### src/rtl/rc_pwm_multi.sv
`default_nettype none
// ============================================================================
// Module   : rc_pwm_multi
// Brief    : N-channel RC servo/ESC pulse generator with per-frame slew limit
//            and a command-timeout failsafe that returns channels to neutral.
// Revision : 1.0 - initial release
// ============================================================================
module rc_pwm_multi #(
    parameter int NUM_CH          = 2,
    parameter int CH_W            = 1,
    parameter int POS_W           = 8,
    parameter int CLK_DIV         = 1953,
    parameter int STEP_W          = 9,
    parameter int NEUTRAL         = 75,
    parameter int MIN_POS         = 50,
    parameter int MAX_POS         = 100,
    parameter int SLEW_STEP       = 0,
    parameter int FAILSAFE_FRAMES = 25
) (
    input  logic              clk,
    input  logic              rst,
    input  logic              cmd_valid,
    input  logic [CH_W-1:0]   cmd_ch,
    input  logic [POS_W-1:0]  cmd_pos,
    output logic              cmd_ready,
    output logic [NUM_CH-1:0] pwm_out,
    output logic              frame_start,
    output logic              failsafe
);

    localparam int c_tick_w = (CLK_DIV > 1) ? $clog2(CLK_DIV) : 1;
    localparam int c_idle_w = (FAILSAFE_FRAMES > 0) ? $clog2(FAILSAFE_FRAMES + 1) : 1;
    localparam int c_cmp_w  = (STEP_W > POS_W) ? STEP_W : POS_W;
    localparam int c_slw_w  = POS_W + 1;

    localparam logic [c_tick_w-1:0] c_tick_last = c_tick_w'(CLK_DIV - 1);
    localparam logic [c_idle_w-1:0] c_idle_last = c_idle_w'(FAILSAFE_FRAMES - 1);
    localparam logic [c_idle_w-1:0] c_idle_max  = c_idle_w'(FAILSAFE_FRAMES);
    localparam logic [POS_W-1:0]    c_neutral   = POS_W'(NEUTRAL);
    localparam logic [POS_W-1:0]    c_min_pos   = POS_W'(MIN_POS);
    localparam logic [POS_W-1:0]    c_max_pos   = POS_W'(MAX_POS);
    localparam logic [c_slw_w-1:0]  c_step      = c_slw_w'(SLEW_STEP);

    logic [c_tick_w-1:0] r_tick_cnt;
    logic [STEP_W-1:0]   r_step;
    logic                r_ready;
    logic                r_frame_start;
    logic                r_failsafe;
    logic [c_idle_w-1:0] r_idle;
    logic [NUM_CH-1:0]   r_pwm;

    logic                w_tick;
    logic                w_fb;
    logic                w_accept;
    logic                w_trip;
    logic [POS_W-1:0]    w_cmd_pos;
    logic [NUM_CH-1:0]   w_pwm_next;

    assign w_tick   = (r_tick_cnt == c_tick_last);
    assign w_fb     = w_tick && (r_step == '1);
    assign w_accept = cmd_valid && r_ready;
    // An accepted command always wins over a failsafe trip on the same edge.
    assign w_trip   = (FAILSAFE_FRAMES != 0) && w_fb && !w_accept && (r_idle == c_idle_last);

    assign w_cmd_pos = (cmd_pos < c_min_pos) ? c_min_pos :
                       (cmd_pos > c_max_pos) ? c_max_pos : cmd_pos;

    always_ff @(posedge clk) begin
        if (rst) begin
            r_tick_cnt    <= '0;
            r_step        <= '0;
            r_ready       <= 1'b0;
            r_frame_start <= 1'b0;
            r_pwm         <= '0;
        end else begin
            r_tick_cnt    <= w_tick ? '0 : r_tick_cnt + c_tick_w'(1);
            if (w_tick) begin
                r_step <= r_step + STEP_W'(1);
            end
            r_ready       <= 1'b1;
            r_frame_start <= w_fb;
            r_pwm         <= w_pwm_next;
        end
    end

    always_ff @(posedge clk) begin
        if (rst) begin
            r_idle     <= '0;
            r_failsafe <= 1'b0;
        end else if (w_accept) begin
            r_idle     <= '0;
            r_failsafe <= 1'b0;
        end else if (w_fb && (FAILSAFE_FRAMES != 0) && (r_idle != c_idle_max)) begin
            r_idle <= r_idle + c_idle_w'(1);
            if (w_trip) begin
                r_failsafe <= 1'b1;
            end
        end
    end

    for (genvar gi = 0; gi < NUM_CH; gi++) begin : g_ch
        logic [POS_W-1:0]   r_target;
        logic [POS_W-1:0]   r_active;
        logic [POS_W-1:0]   w_slew;
        logic [c_slw_w-1:0] w_tgt_x;
        logic [c_slw_w-1:0] w_act_x;

        always_comb begin
            w_tgt_x = {1'b0, r_target};
            w_act_x = {1'b0, r_active};
            w_slew  = r_target;
            if (SLEW_STEP != 0) begin
                if (w_tgt_x > w_act_x) begin
                    if ((w_tgt_x - w_act_x) > c_step) begin
                        w_slew = POS_W'(w_act_x + c_step);
                    end
                end else if ((w_act_x - w_tgt_x) > c_step) begin
                    w_slew = POS_W'(w_act_x - c_step);
                end
            end
        end

        // Active only moves on a frame boundary, so a pulse in flight is never altered.
        always_ff @(posedge clk) begin
            if (rst) begin
                r_target <= c_neutral;
                r_active <= c_neutral;
            end else begin
                if (w_trip) begin
                    r_target <= c_neutral;
                end else if (w_accept && (cmd_ch == CH_W'(gi))) begin
                    r_target <= w_cmd_pos;
                end
                if (w_fb) begin
                    r_active <= w_slew;
                end
            end
        end

        assign w_pwm_next[gi] = (c_cmp_w'(r_step) < c_cmp_w'(r_active));
    end : g_ch

    assign cmd_ready   = r_ready;
    assign pwm_out     = r_pwm;
    assign frame_start = r_frame_start;
    assign failsafe    = r_failsafe;

endmodule
`default_nettype wire

### config.mk
export PLATFORM = sky130hd
export DESIGN_NAME = rc_pwm_multi
export DESIGN_NICKNAME = d
export VERILOG_FILES = /design/src/rtl/rc_pwm_multi.sv
export SDC_FILE = /design/constraint.sdc
export NUM_CORES = 1
export LEC_CHECK = 0
export CAP_MARGIN = 30
export CORE_MARGIN = 5
export CORE_UTILIZATION = 45
export DETAILED_ROUTE_END_ITERATION = 10
export HOLD_SLACK_MARGIN = 0.02
export MAX_ROUTING_LAYER = met4
export PLACE_DENSITY_LB_ADDON = 0.05
export SLEW_MARGIN = 40
export SYNTH_ARGS = -nofsm -noshare
export SYNTH_HDL_FRONTEND = slang
export SYNTH_SLANG_ARGS = --single-unit
### constraint.sdc
create_clock -name clk -period 5.6 [get_ports clk]
set_input_delay 1.12 -clock clk [delete_from_list [all_inputs] [get_ports clk]]
set_output_delay 1.12 -clock clk [all_outputs]
set_load 0.01 [all_outputs]
==> results by stage <==
Clock tree:
- The number of levels in the clock H-tree is 3.
- The clock passes through at most 2 buffers.
- After clock tree synthesis, the clock-pin slew on the worst setup and hold paths is 0.07 ns.
- The number of buffers added for setup after CTS is 0.
- After clock tree synthesis, the repair step resized 0 gates.
- TritonCTS built the clock tree.
- Counting every sink on the clock net gives 62.
- In this run, CTS created clock tree buffers numbering 9.
- Hold repair after CTS inserted 0 buffers.
- At the later pin of the worst-skew pair, clock insertion delay measures 0.34 ns.
- The CTS root buffer is sky130_fd_sc_hd__clkbuf_8.

Logic synthesis:
- A synthesized cell averages a little under 9 um^2.
- The proportion of netlist area held by the largest area contributor is 41.9%.
- The library cell with the largest summed area after synthesis is sky130_fd_sc_hd__dfxtp_1.
- The share of flip-flops with an asynchronous set or reset after synthesis is 0%.
- After synthesis the netlist holds a flip-flop and latch count of 62.
- Sequential elements use 41.9% of the synthesized area.
- Among all flip-flop cells after synthesis, the most frequent one is sky130_fd_sc_hd__dfxtp_1.
- The cell count after synthesis is approximately 330.
- The cell area that synthesis handed to floorplanning was 0.00296 mm^2.
- The number of distinct standard cells referenced by the synthesized netlist is 44.
- By instance count, the leading cell after synthesis is sky130_fd_sc_hd__dfxtp_1.
- Ranked by total cell area, the synthesized netlist is headed by sky130_fd_sc_hd__dfxtp_1, sky130_fd_sc_hd__ha_1, sky130_fd_sc_hd__nand2_1.
- Counting flops with a built-in enable in the synthesized netlist gives 0.
- The synthesis warning total is 0.
- By count the netlist is led by sky130_fd_sc_hd__dfxtp_1, sky130_fd_sc_hd__nand2_1, sky130_fd_sc_hd__nor2_1.
- The number of nets in the synthesized netlist is 367.

Setup path:
- The setup path with the least slack is of type in -> reg.
- The number of cells on the worst reg-to-reg path is 7.
- STA puts the critical path data required time at 5.88 ns.
- The worst setup path is captured at a flop.
- The data arrival time of the worst path is 2.87 ns.
- The startpoint type of the worst setup path is a primary input.
- The largest fanout of any net on the critical path is 22.

STA:
- For the pin with the worst max-slew slack, the measured transition is about 0.51 ns.
- The max-slew violation total from the final report is 0.
- In the final timing run, aggregate negative setup slack is 0 ns.
- Setup repair after global routing left no endpoint under its margin.
- In the finished design, the share of the clock period the worst path needs comes to 46.2%.
- The number of hold violations in the final report is 0.
- The worst path needs 2.59 ns of the cycle, external delays included.
- Static timing analysis puts the maximum clock frequency at 386 MHz.
- Setup violations remaining at the end of the flow were counted as 0.
- Clock skew on the completed layout was measured at between 0.009 and 0.01 ns.
- The max-slew headroom at the worst pin is 65.8%.

Placed design:
- The congestion estimate from routability-driven global placement came to between 0.7 and 0.8.
- The number of buffers added on ports is 16.
- Counting tap cells, the placed design contains a total of about 410 instances.
- The half-perimeter wire length after detailed placement is 4310 um.

Route:
- In this run, the number of DRC markers left after iteration 0 of detailed routing was 93.
- The number of detailed-route iterations in the first pass is 4.
- The count of nets left with antenna violations once routing finished came out at 0.
- For this run, design rule violations remaining after detail routing come to 0.
- The total wire length is 5930 um.
- Dividing the detail-routed via count by the number of cells gives 5.32.
- In the final routed layout, each cell accounts on average for between 10 and 15 um.
- Summing over every cut layer, the via total after detailed routing is 2,277.

Cells and area:
- Compared with the post-synthesis result, the final layout area differs by 13.5%.
- Cells with a size suffix above 1 make up between 5 and 6% of the layout.
- The fraction of the core area covered by cells at the end of the flow is 52.7%.
- The final layout contains 381 nets.
- Fill cells in the final layout number 630.
- 0 antenna diodes ended up in the layout.
- The finished layout holds between 400 and 500 standard cells, fillers aside.

Power:
- The internal power is just over 700 uW.
- The share of total power dissipated in the clock network is 45.9%.
- Net switching is 21.5% of the power.
- Across the VDD grid, the largest voltage drop is between 0.15 and 0.2 mV.
- The switching power summed over all nets is approximately 200 uW.
- The power per cell area is 275 mW/mm^2.
- Combinational logic burns 4.8% of the power.
- The sequential share of power is 49.3%.
- The post-layout total power is 924 uW.
- The analysis attributes to cell leakage a power of 0.00143 uW.

Worst hold path:
- The number of cells on the worst hold path is 2.
- The min-delay analysis places its worst path in the category reg -> reg.

Global routing:
- Entering global routing, the biggest net connects 27 pins.
- The total global-route track usage is 15.8%.
- The number of antenna violations at the first check in global routing is 0.
- The wire length of the first global-routing pass is roughly 10,000 um.
- The via count of the first global-routing pass is around 2,200.
- The overall overflow remaining after global route is 0.

Die:
- The overall die height is 91.1 um.
- The area enclosed by the die boundary is 0.00831 mm^2.
- The floorplan step set the die width to 91.1 um.
- The initial utilization of the core area, before any placement, comes to 46.4%.
- The total number of placement rows is 29.
- The core region area is 0.00639 mm^2.
- The count of boundary I/O pins is 17.

Status:
- The run finished with clean final reports.

Run:
- Across the run, the number of max-cap violations was 0.
==> flip-flops by register name (all words and copies together) (netlist names) <==
name / cells
cmd_ready: 1
failsafe: 1
frame_start: 1
g_ch.r_active: 16
g_ch.r_target: 16
pwm_out: 2
r_idle: 5
r_step: 9
r_tick_cnt: 11
==> cell usage in the layout (no fill, tap or decap), types with 2 or more instances in the layout <==
| cell | synthesis | routed |
|---|---|---|
| sky130_fd_sc_hd__a2111oi_0 | 2 | 2 |
| sky130_fd_sc_hd__o2111ai_1 | 2 | 2 |
| sky130_fd_sc_hd__bufinv_16 | 0 | 2 |
| sky130_fd_sc_hd__and3_1 | 8 | 8 |
| sky130_fd_sc_hd__dfxtp_1 | 62 | 62 |
| sky130_fd_sc_hd__xor2_1 | 10 | 10 |
| sky130_fd_sc_hd__or3_1 | 2 | 2 |
| sky130_fd_sc_hd__inv_1 | 21 | 21 |
| sky130_fd_sc_hd__nor3_1 | 3 | 3 |
| sky130_fd_sc_hd__clkbuf_8 | 0 | 10 |
| sky130_fd_sc_hd__nand4b_1 | 2 | 2 |
| sky130_fd_sc_hd__nand4_1 | 8 | 8 |
| sky130_fd_sc_hd__nand2b_1 | 4 | 4 |
| sky130_fd_sc_hd__ha_1 | 21 | 21 |
| sky130_fd_sc_hd__nor4bb_1 | 2 | 2 |
| sky130_fd_sc_hd__clkdlybuf4s50_1 | 0 | 16 |
| sky130_fd_sc_hd__o21a_1 | 4 | 4 |
| sky130_fd_sc_hd__nor2_1 | 27 | 27 |
| sky130_fd_sc_hd__and4_1 | 5 | 4 |
| sky130_fd_sc_hd__o211ai_1 | 12 | 12 |
| sky130_fd_sc_hd__xnor2_1 | 4 | 4 |
| sky130_fd_sc_hd__a211oi_1 | 7 | 7 |
| sky130_fd_sc_hd__nand3_1 | 12 | 12 |
| sky130_fd_sc_hd__o31ai_1 | 3 | 3 |
| sky130_fd_sc_hd__o21ai_0 | 3 | 3 |
| sky130_fd_sc_hd__a21oi_1 | 18 | 18 |
| sky130_fd_sc_hd__mux2i_1 | 4 | 4 |
| sky130_fd_sc_hd__a21o_1 | 8 | 8 |
| sky130_fd_sc_hd__or4_1 | 3 | 3 |
| sky130_fd_sc_hd__nand2_1 | 51 | 51 |
==> layer usage <==
layer	global-route usage [%]	part of all wire, %	up-vias
li1	-	-	1213
met1	22.2	54	1032
met2	22.0	42	26
met3	4.88	3.2	6
met4	4.03	0.93	0
met5	-	0	-
==> power groups by stage <==
stage	clock network (uW)	logic (uW)	registers (uW)
6_report	424	44.6	455
3_5_place_dp	0	45.1	465
2_1_floorplan	0	27.3	463
4_1_cts	436	45.2	455
3_3_place_gp	0	44.5	465
5_1_grt	453	50.6	456
==> logic make-up (layout without fill, tap and decap cells) <==
| kind of cell | Yosys count | in the layout | synth area share (%) |
|---|---|---|---|
| and+or+nand+nor | 135 | 135 | 23.7 |
| DFF | 62 | 62 | 41.9 |
| buffers and inverters | 35 | 52 | 5.19 |
| xor gates and xnor gates | 14 | 14 | 4.14 |
| muxes | 4 | 4 | 1.35 |
| AOI/OAI and AO/OA | 63 | 63 | 14.9 |
| adders and majority gates | 21 | 21 | 8.87 |
==> worst paths after layout <==
path	startpoint	endpoint	slack, ns
worst max-delay path	rst	r_idle[4]	3.01
worst min-delay path	g_ch[1].r_active[5]	g_ch[1].r_active[5]	0.46
worst min register to register	g_ch[1].r_active[5]	g_ch[1].r_active[5]	0.46
worst max register to register	r_step[0]	g_ch[0].r_target[2]	3.31
==> worst max-delay path: stages <==
cell,delay [ns]
sky130_fd_sc_hd__clkdlybuf4s50_1,0.40
sky130_fd_sc_hd__buf_4,0.21
sky130_fd_sc_hd__inv_1,0.34
sky130_fd_sc_hd__nand2_1,0.22
sky130_fd_sc_hd__or4_1,0.50
sky130_fd_sc_hd__nand2_1,0.07
==> cell type report <==
cell class,instances,area (um^2),area share [%]
flip-flops and latches,62,1240,36.9
inverters,21,78.8,2.34
well taps,77,96.3,2.86
clock inverters,4,72.6,2.16
repair buffers,17,168,4.99
clock buffers,10,138,4.09
multi-input cells,237,1570,46.7
==> through the flow <==
step	cell area (um^2)	hold WS (ns)	worst slack (ns)
4_1_cts	3360	0.456	3.03
2_1_floorplan	2960	0.427	3.63
3_5_place_dp	3150	0.446	2.68
5_1_grt	3360	0.471	2.86
3_3_place_gp	3150	0.440	2.68
6_report	3360	0.455	3.01
No activity file was read; power rests on OpenSTA's default activity.
